`config.mk`:
```
export PLATFORM = sky130hd
export DESIGN_NAME = program_loader
export DESIGN_NICKNAME = d
export VERILOG_FILES = /design/src/rtl/program_loader.sv
export SDC_FILE = /design/constraint.sdc
export NUM_CORES = 1
export LEC_CHECK = 0
export CAP_MARGIN = 20
export CORE_ASPECT_RATIO = 1.25
export CORE_MARGIN = 1.5
export CORE_UTILIZATION = 64
export CTS_CLUSTER_DIAMETER = 30
export DETAILED_ROUTE_END_ITERATION = 10
export DONT_BUFFER_PORTS = 1
export GPL_ROUTABILITY_DRIVEN = 0
export GPL_TIMING_DRIVEN = 0
export PLACE_DENSITY = 0.89
export SLEW_MARGIN = 20
export SYNTH_ARGS = -nofsm -noshare
export SYNTH_HDL_FRONTEND = slang
export SYNTH_SLANG_ARGS = --single-unit
```
`constraint.sdc`:
```
create_clock -name clock -period 3.1 [get_ports clock]
set_input_delay 0.31 -clock clock [delete_from_list [all_inputs] [get_ports clock]]
set_output_delay 0.31 -clock clock [all_outputs]
set_load 0.1 [all_outputs]
```
`src/rtl/program_loader.sv`:
```
// Byte-serial program image loader: parses MAGIC/COUNT/payload/CHECKSUM frames into
// instruction-memory word writes and holds the CPU in reset until a verified image is loaded.
module program_loader #(
  parameter int unsigned ADDR_WIDTH     = 10,
  parameter logic [7:0]  MAGIC          = 8'hA5,
  parameter int unsigned TIMEOUT_CYCLES = 1000000
) (
  input  logic                  clock,
  input  logic                  reset_n,
  input  logic                  byte_valid,
  input  logic [7:0]            byte_data,
  output logic                  mem_write,
  output logic [ADDR_WIDTH-1:0] mem_address,
  output logic [31:0]           mem_write_data,
  output logic                  cpu_run,
  output logic                  done,
  output logic                  error
);

  localparam int unsigned TIMER_WIDTH  = $clog2(TIMEOUT_CYCLES) + 1;
  localparam logic [31:0] CAPACITY     = 32'd1 << ADDR_WIDTH;
  localparam logic [31:0] TIMEOUT_LAST = 32'(TIMEOUT_CYCLES - 1);

  typedef enum logic [2:0] {
    IDLE, COUNT_LO, COUNT_HI, PAYLOAD, CHECK, DONE, ERROR
  } state_t;

  state_t                 state, state_next;
  logic [15:0]            count;
  logic [ADDR_WIDTH:0]    word_index;   // one extra bit so a full-capacity count is representable
  logic [1:0]             byte_index;
  logic [7:0]             checksum;
  logic [23:0]            word_asm;
  logic [TIMER_WIDTH-1:0] timer;

  logic        active, restart, word_done, timeout_hit;
  logic [31:0] count_full, words_written;

  assign active        = state inside {COUNT_LO, COUNT_HI, PAYLOAD, CHECK};
  assign count_full    = {16'd0, byte_data, count[7:0]};
  assign words_written = 32'(word_index) + 32'd1;
  assign timeout_hit   = active && !byte_valid && ((32'(timer) + 32'd1) == TIMEOUT_LAST);

  // NOTE: every signal driven here gets a default first, so no path can infer a latch.
  always_comb begin
    state_next = state;
    restart    = 1'b0;
    word_done  = 1'b0;
    unique case (state)
      IDLE, DONE, ERROR: begin
        // MAGIC inside a frame is payload; only these states treat it as a restart.
        if (byte_valid && byte_data == MAGIC) begin
          state_next = COUNT_LO;
          restart    = 1'b1;
        end
      end
      COUNT_LO: if (byte_valid) state_next = COUNT_HI;
      COUNT_HI: begin
        if (byte_valid) begin
          if (count_full > CAPACITY)  state_next = ERROR;
          else if (count_full == '0)  state_next = CHECK;
          else                        state_next = PAYLOAD;
        end
      end
      PAYLOAD: begin
        if (byte_valid && byte_index == 2'd3) begin
          word_done = 1'b1;
          if (words_written == 32'(count)) state_next = CHECK;
        end
      end
      CHECK: if (byte_valid) state_next = (byte_data == checksum) ? DONE : ERROR;
      default: state_next = IDLE;
    endcase
    if (timeout_hit) state_next = ERROR;
  end

  // NOTE: sequential state uses non-blocking assignments so every flop samples pre-edge values.
  always_ff @(posedge clock or negedge reset_n) begin
    if (!reset_n) begin
      state          <= IDLE;
      count          <= '0;
      word_index     <= '0;
      byte_index     <= '0;
      checksum       <= '0;
      word_asm       <= '0;
      timer          <= '0;
      mem_write      <= 1'b0;
      mem_address    <= '0;
      mem_write_data <= '0;
      cpu_run        <= 1'b0;
      done           <= 1'b0;
      error          <= 1'b0;
    end else begin
      state     <= state_next;
      mem_write <= word_done;
      // Status flags decode the registered state, so they trail it by one cycle.
      cpu_run   <= (state == DONE);
      done      <= (state == DONE);
      error     <= (state == ERROR);

      if (restart) begin
        word_index <= '0;
        byte_index <= '0;
        checksum   <= '0;
        timer      <= '0;
      end else if (active) begin
        timer <= byte_valid ? '0 : timer + TIMER_WIDTH'(1);
      end

      if (byte_valid) begin
        if (state == COUNT_LO) count[7:0]  <= byte_data;
        if (state == COUNT_HI) count[15:8] <= byte_data;
        if (state == PAYLOAD) begin
          checksum   <= checksum + byte_data;
          byte_index <= byte_index + 2'd1;
          word_asm   <= {byte_data, word_asm[23:8]};
          if (word_done) begin
            mem_address    <= word_index[ADDR_WIDTH-1:0];
            mem_write_data <= {byte_data, word_asm};
            word_index     <= word_index + (ADDR_WIDTH+1)'(1);
          end
        end
      end
    end
  end

endmodule
```
=== Word-level counts from Yosys, hierarchy flattened ===
Cells that the tools add are included.
W data, S select, Z words.

* Order comparisons: 1
* Div/mod/pow operators: 0
* Multiply operators: 0
* Shift-type cells: 0
* Mux-type cells: 28
* Reduce and logical (&&, ||, !) cells: 15
* Equality and inequality tests: 17
* Add/subtract/negate cells: 6
* Bitwise gates (word level): 0

{| class="wikitable"
|+ Operator list
! operator !! number
|-
| $mux W21 || 3
|-
| $mux W11 || 4
|-
| $logic_not A32 Y1 || 1
|-
| $mux W3 || 9
|-
| $mux W8 || 3
|-
| $add A21 B1 Y22 const B || 1
|-
| $eq A22 B20 Y1 const B || 1
|-
| $add A21 B1 Y21 const B || 1
|-
| $eq A12 B16 Y1 || 1
|-
| $gt A16 B11 Y1 const B || 1
|-
| $pmux W3 S5 || 1
|-
| $add A11 B1 Y12 const B || 1
|-
| $ne A3 B3 Y1 const B || 4
|-
| $add A11 B1 Y11 const B || 1
|-
| $eq A3 B3 Y1 const B || 3
|-
| $add A8 B8 Y8 || 1
|-
| $eq A8 B8 Y1 || 1
|-
| $eq A8 B8 Y1 const B || 1
|-
| $mux W2 || 4
|-
| $eq A3 B2 Y1 const B || 2
|-
| $ne A3 B2 Y1 const B || 2
|-
| $reduce_and A2 Y1 || 3
|-
| $reduce_and A6 Y1 || 1
|-
| $logic_and A1 B1 Y1 || 4
|-
| 10 further kinds || 13
|}

* Bits in latches: 0
* Bits in writable memories: 0
* Flip-flop bits (word level): 130
* Memories kept: 0
* Input bits: 11
* Bits in read-only memories: 0
* Logic and storage cells: 80

=== Depth between registers and ports, before layout ===
Gate-level depths: netlist (run 1).

* Depth after elaboration: 8
* Depth in mapped cells: 10

=== Worst setup path after synthesis (run 1) ===
Ideal clock, no wire load.

* Kind: reg-to-reg
* Start point: register word_index[0]
* End point: register state[2]
* Arrival: 2.246 ns
* Buffers on the path: 1
* Library setup time: 0.064 ns
* Required time: 3.036 ns
* Slack: 0.789 ns
* Stages on the path, launching flop included: 10
* Period minus slack after synthesis: 2.311 ns
* Path through: dfrtp_1 ha_1 clkbuf_1 nand4_1 nor2_1 or4_1 a21o_1 a2111o_1 a21boi_0 a211o_1

* Longest elaborated chain between the ends: 4

{| class="wikitable"
|+ Ends and longest elaborated chain
! element !! RTL line !! source
|-
| start: declaration || 30 || <nowiki>logic [ADDR_WIDTH:0] word_index;</nowiki>
|-
| start signal: assignment || 120 || <nowiki>word_index <= word_index + (ADDR_WIDTH+1)'(1);</nowiki>
|-
| $add A11 B1 Y12 || 41 || <nowiki>assign words_written = 32'(word_index) + 32'd1;</nowiki>
|-
| $eq A12 B16 Y1 || 68 || <nowiki>if (words_written == 32'(count)) state_next = CHECK;</nowiki>
|-
| $ne A3 B2 Y1 (no source line) || -- ||
|-
| $reduce_and A6 Y1 (no source line) || -- ||
|-
| end signal: assignment || 94 || <nowiki>state <= state_next;</nowiki>
|-
| end: declaration || 28 || <nowiki>state_t state, state_next;</nowiki>
|}

No other way between the ends.
A chain may end at the register's enable or synchronous reset.

=== Worst setup path in the final report (run 1) ===
Same ends and word-level chain as after synthesis.

==> results of run 1 <==
-- path summary, 6_finish.rpt --
check	depth (start not counted)	startpoint	slack (ps)	to
min in group clock	2	byte_data[2]	10	word_asm[18]
max in group asynchronous	0	reset_n	3360	state[0]
hold reg to reg	2	word_asm[7]	480	mem_write_data[7]
setup reg to reg	9	word_index[0]	360	state[2]
setup / recovery	9	word_index[0]	360	state[2]
hold / removal	0	reset_n	-410	mem_write_data[2]
-- cells in the mapped netlist, types with 13 or more instances --
cell type and number:
mux2_2 30, o31ai_1 14, clkbuf_1 27, nor2_1 29
o21ai_1 23, inv_1 14, dfrtp_1 130, nand2_1 182
xnor2_1 26, nand3_1 25, a21oi_1 22, o21ai_0 29
nor3_1 13
-- flip-flops by register name, summed over array words and instances, names as in the netlist --
name and count:
count 16, checksum 8, done 1, state 3, word_asm 24, error 1
byte_index 2, mem_write 1, mem_write_data 32, word_index 11, timer 21, mem_address 10
-- power by group through the flow --
stage                     Clock, mW  Combinational (mW)  Sequential, mW
after global placement            0                1.49            3.14
final                          1.94                1.70            3.17
after floorplan                   0                1.30            3.07
after detailed placement          0                1.61            3.17
after global routing           2.02                1.86            3.21
after CTS                      1.94                1.67            3.15
-- cell families (layout without fill, tap and decap cells) --
| family | Yosys count | count (layout) |
|---|---|---|
| buffers and inverters | 57 | 92 |
| multiplexers | 33 | 33 |
| AO/OA/AOI/OAI | 127 | 127 |
| flip-flops | 130 | 130 |
| AND/OR/NAND/NOR | 306 | 306 |
| adder cells (fa/ha/maj) | 13 | 13 |
| XOR/XNOR | 36 | 36 |
-- cell type report --
cell class | instances | area share, %
Sequential cell | 130 | 44.3
Multi-Input combinational cell | 515 | 42.0
Timing Repair Buffer | 3 | 0.409
Buffer | 42 | 2.59
Clock buffer | 21 | 6.00
Tap cell | 129 | 2.20
Clock inverter | 11 | 1.79
Inverter | 15 | 0.767
-- metal layers --
| layer | GRT usage, % | vias to the layer above | share of wire [%] |
|---|---|---|---|
| li1 | - | 2470 | - |
| met1 | 36.7 | 2668 | 38 |
| met2 | 54.5 | 254 | 51 |
| met3 | 8.46 | 75 | 6.4 |
| met4 | 17.0 | 0 | 4.9 |
| met5 | 0 | - | 0 |
-- worst max-delay path, delay by kind of cell, from the launching register on --
kind	cells	cell delay [ps]
flops	1	470
compound gates	3	740
xor+xnor	2	270
fa+ha+maj	1	200
buf+inv	1	270
simple gates	2	710
==> results.yml, run 1 <==
outcome:
  status: "complete, but fails checks"
  violations: "hold timing"
clocking:
  post_cts_resized: 0
  post_cts_buffers: 0
  clockBufferDepth: 2
  clkSinkCount: 130
  clk_pin_slew_ps: 60
  cts_hold_buffers: 3
  htree_levels: 4
  cts_buffers: 17
  cts_tree: "done"
  clk-insertion-delay-late_ps: 420
  clock-root-buffer: "clkbuf_16"
placement:
  placed_cell_area_um2: 6740
  io_buffers: 0
  preCtsSetupSlack_ps: 501
  hpwl_um: 10500
  placed_cells: 831
pwr:
  leakagePower_nw: 3.46
  pwr-share-seq_pct: 46.5
  power_per_cell_area_nw_per_um2: 927
  power.switching_mw: 2.81
  power_frac_comb_pct: 25.0
  p_int_mw: 4.00
  p_sw_share_pct: 41.3
  p_total_mw: 6.81
  p_clk_share_pct: 28.5
  ir_drop_v: 0.000698
logic_synthesis:
  synth_adder_area_share_pct: 2.57
  synth_top_area_cell: "dfrtp_1"
  synthMuxAreaShare_pct: 5.67
  ys_top_cells_by_area: "dfrtp_1 (49%), nand2_1 (10%), mux2_2 (5.1%), xnor2_1 (3.5%), o21ai_0 (2.2%)"
  synth.avg_cell_area_um2: 9.38
  synth_cell_type_count: 64
  ys_seq_elements: 130
  synth-xor-area-share_pct: 4.79
  syn_nets: 725
  synth_edf_count: 0
  synth_simple_gate_area_share_pct: 21.8
  yosysWarnings: 0
  ys_seq_area_share_pct: 49.4
  synth_top_family_by_area: "simple AND/OR/NAND/NOR gates"
  netlist_instances: 702
  ys.flop_type: "dfrtp_1"
  async_flop_share_pct: 100
  synth-compound-area-share_pct: 12.0
  syn_area_um2: 6580
  synth_top_area_share_pct: 49.4
grt:
  grt_pass1_wl_um: 26700
  grt_pass1_vias: 5499
  grt.total_usage_pct: 31.9
  grt_max_degree: 131
  antenna_found_initial: 0
  grt_overflow_total: 0
finish:
  diodes: 0
  final_nets: 747
  final_area_um2: 7340
  areaGrowthSynthToFinish_pct: 11.6
  fillerInstances: 673
  final_common_cell: "nand2_1"
  finalNonFillerCells: 866
  final_cell_mix: "nand2_1 (182), dfrtp_1 (130), clkbuf_1 (31)"
  drive_above_1_share_pct: 11.4
  regArea_um2: 3250
  final_util_pct: 73.0
  multi_input_comb_area_um2: 3080
critical_path:
  worstPathRequired_ps: 3450
  cp.arrival_ps: 3090
  startpoint_type: "register"
  crit_slowest_cell: "nor4_1"
  worst_setup_path_end_kind: "register"
  cpMostUsedCell: "xnor2_1"
  crit_chain: "ha_1 -> clkbuf_1 -> xnor2_1 -> xnor2_1 -> nor4_1 -> nand4_1 -> a2111o_1 -> a21boi_0 -> a211o_1"
  slowest_delay_ps: 520
  crit_fanout: 7
  crit_type: "reg -> reg"
route:
  drt_pass1_iterations: 7
  routed_wirelength_um: 16300
  vias: 5467
  ant_nets: 0
  wire_per_inst_um: 18.8
  drc: 0
  viasPerCell: 6.31
  drt-initial-drc-count: 493
floorplan:
  die_x_um: 93.7
  initial_core_util_pct: 65.5
  pin_count: 57
  fp.dieArea_um2: 10900
  die_y_um: 116
  coreArea_um2: 10100
  rows: 41
hold_path:
  hp-class: "in -> async"
run:
  drv_cap: 0
sta:
  layout_setup_ws_ps: 359
  setup_viol: 0
  fmax_ghz: 0.365
  timing.final.crit_share_pct: 88.4
  rsz0062_at_grt: "false"
  slew_violations: 0
  whs_ps: -408
  finClkSkew_ps: 12.0
  tns_ps: 0
  maxSlewHeadroom_pct: 33.2
  min_period_ps: 2740
  worstMarginPinSlew_ps: 994
  finalHoldViolations: 130
Power figures use the tool's default switching activity.
==> run 2: changes to the inputs <==
--- a/config.mk
+++ b/config.mk
@@ -5,7 +5,7 @@
 export SDC_FILE = /design/constraint.sdc
 export NUM_CORES = 1
 export LEC_CHECK = 0
-export CAP_MARGIN = 20
+export CAP_MARGIN = 10
 export CORE_ASPECT_RATIO = 1.25
 export CORE_MARGIN = 1.5
 export CORE_UTILIZATION = 64
==> results of run 2 <==
No change in the layout: final DEF, timing and power equal those of run 1.
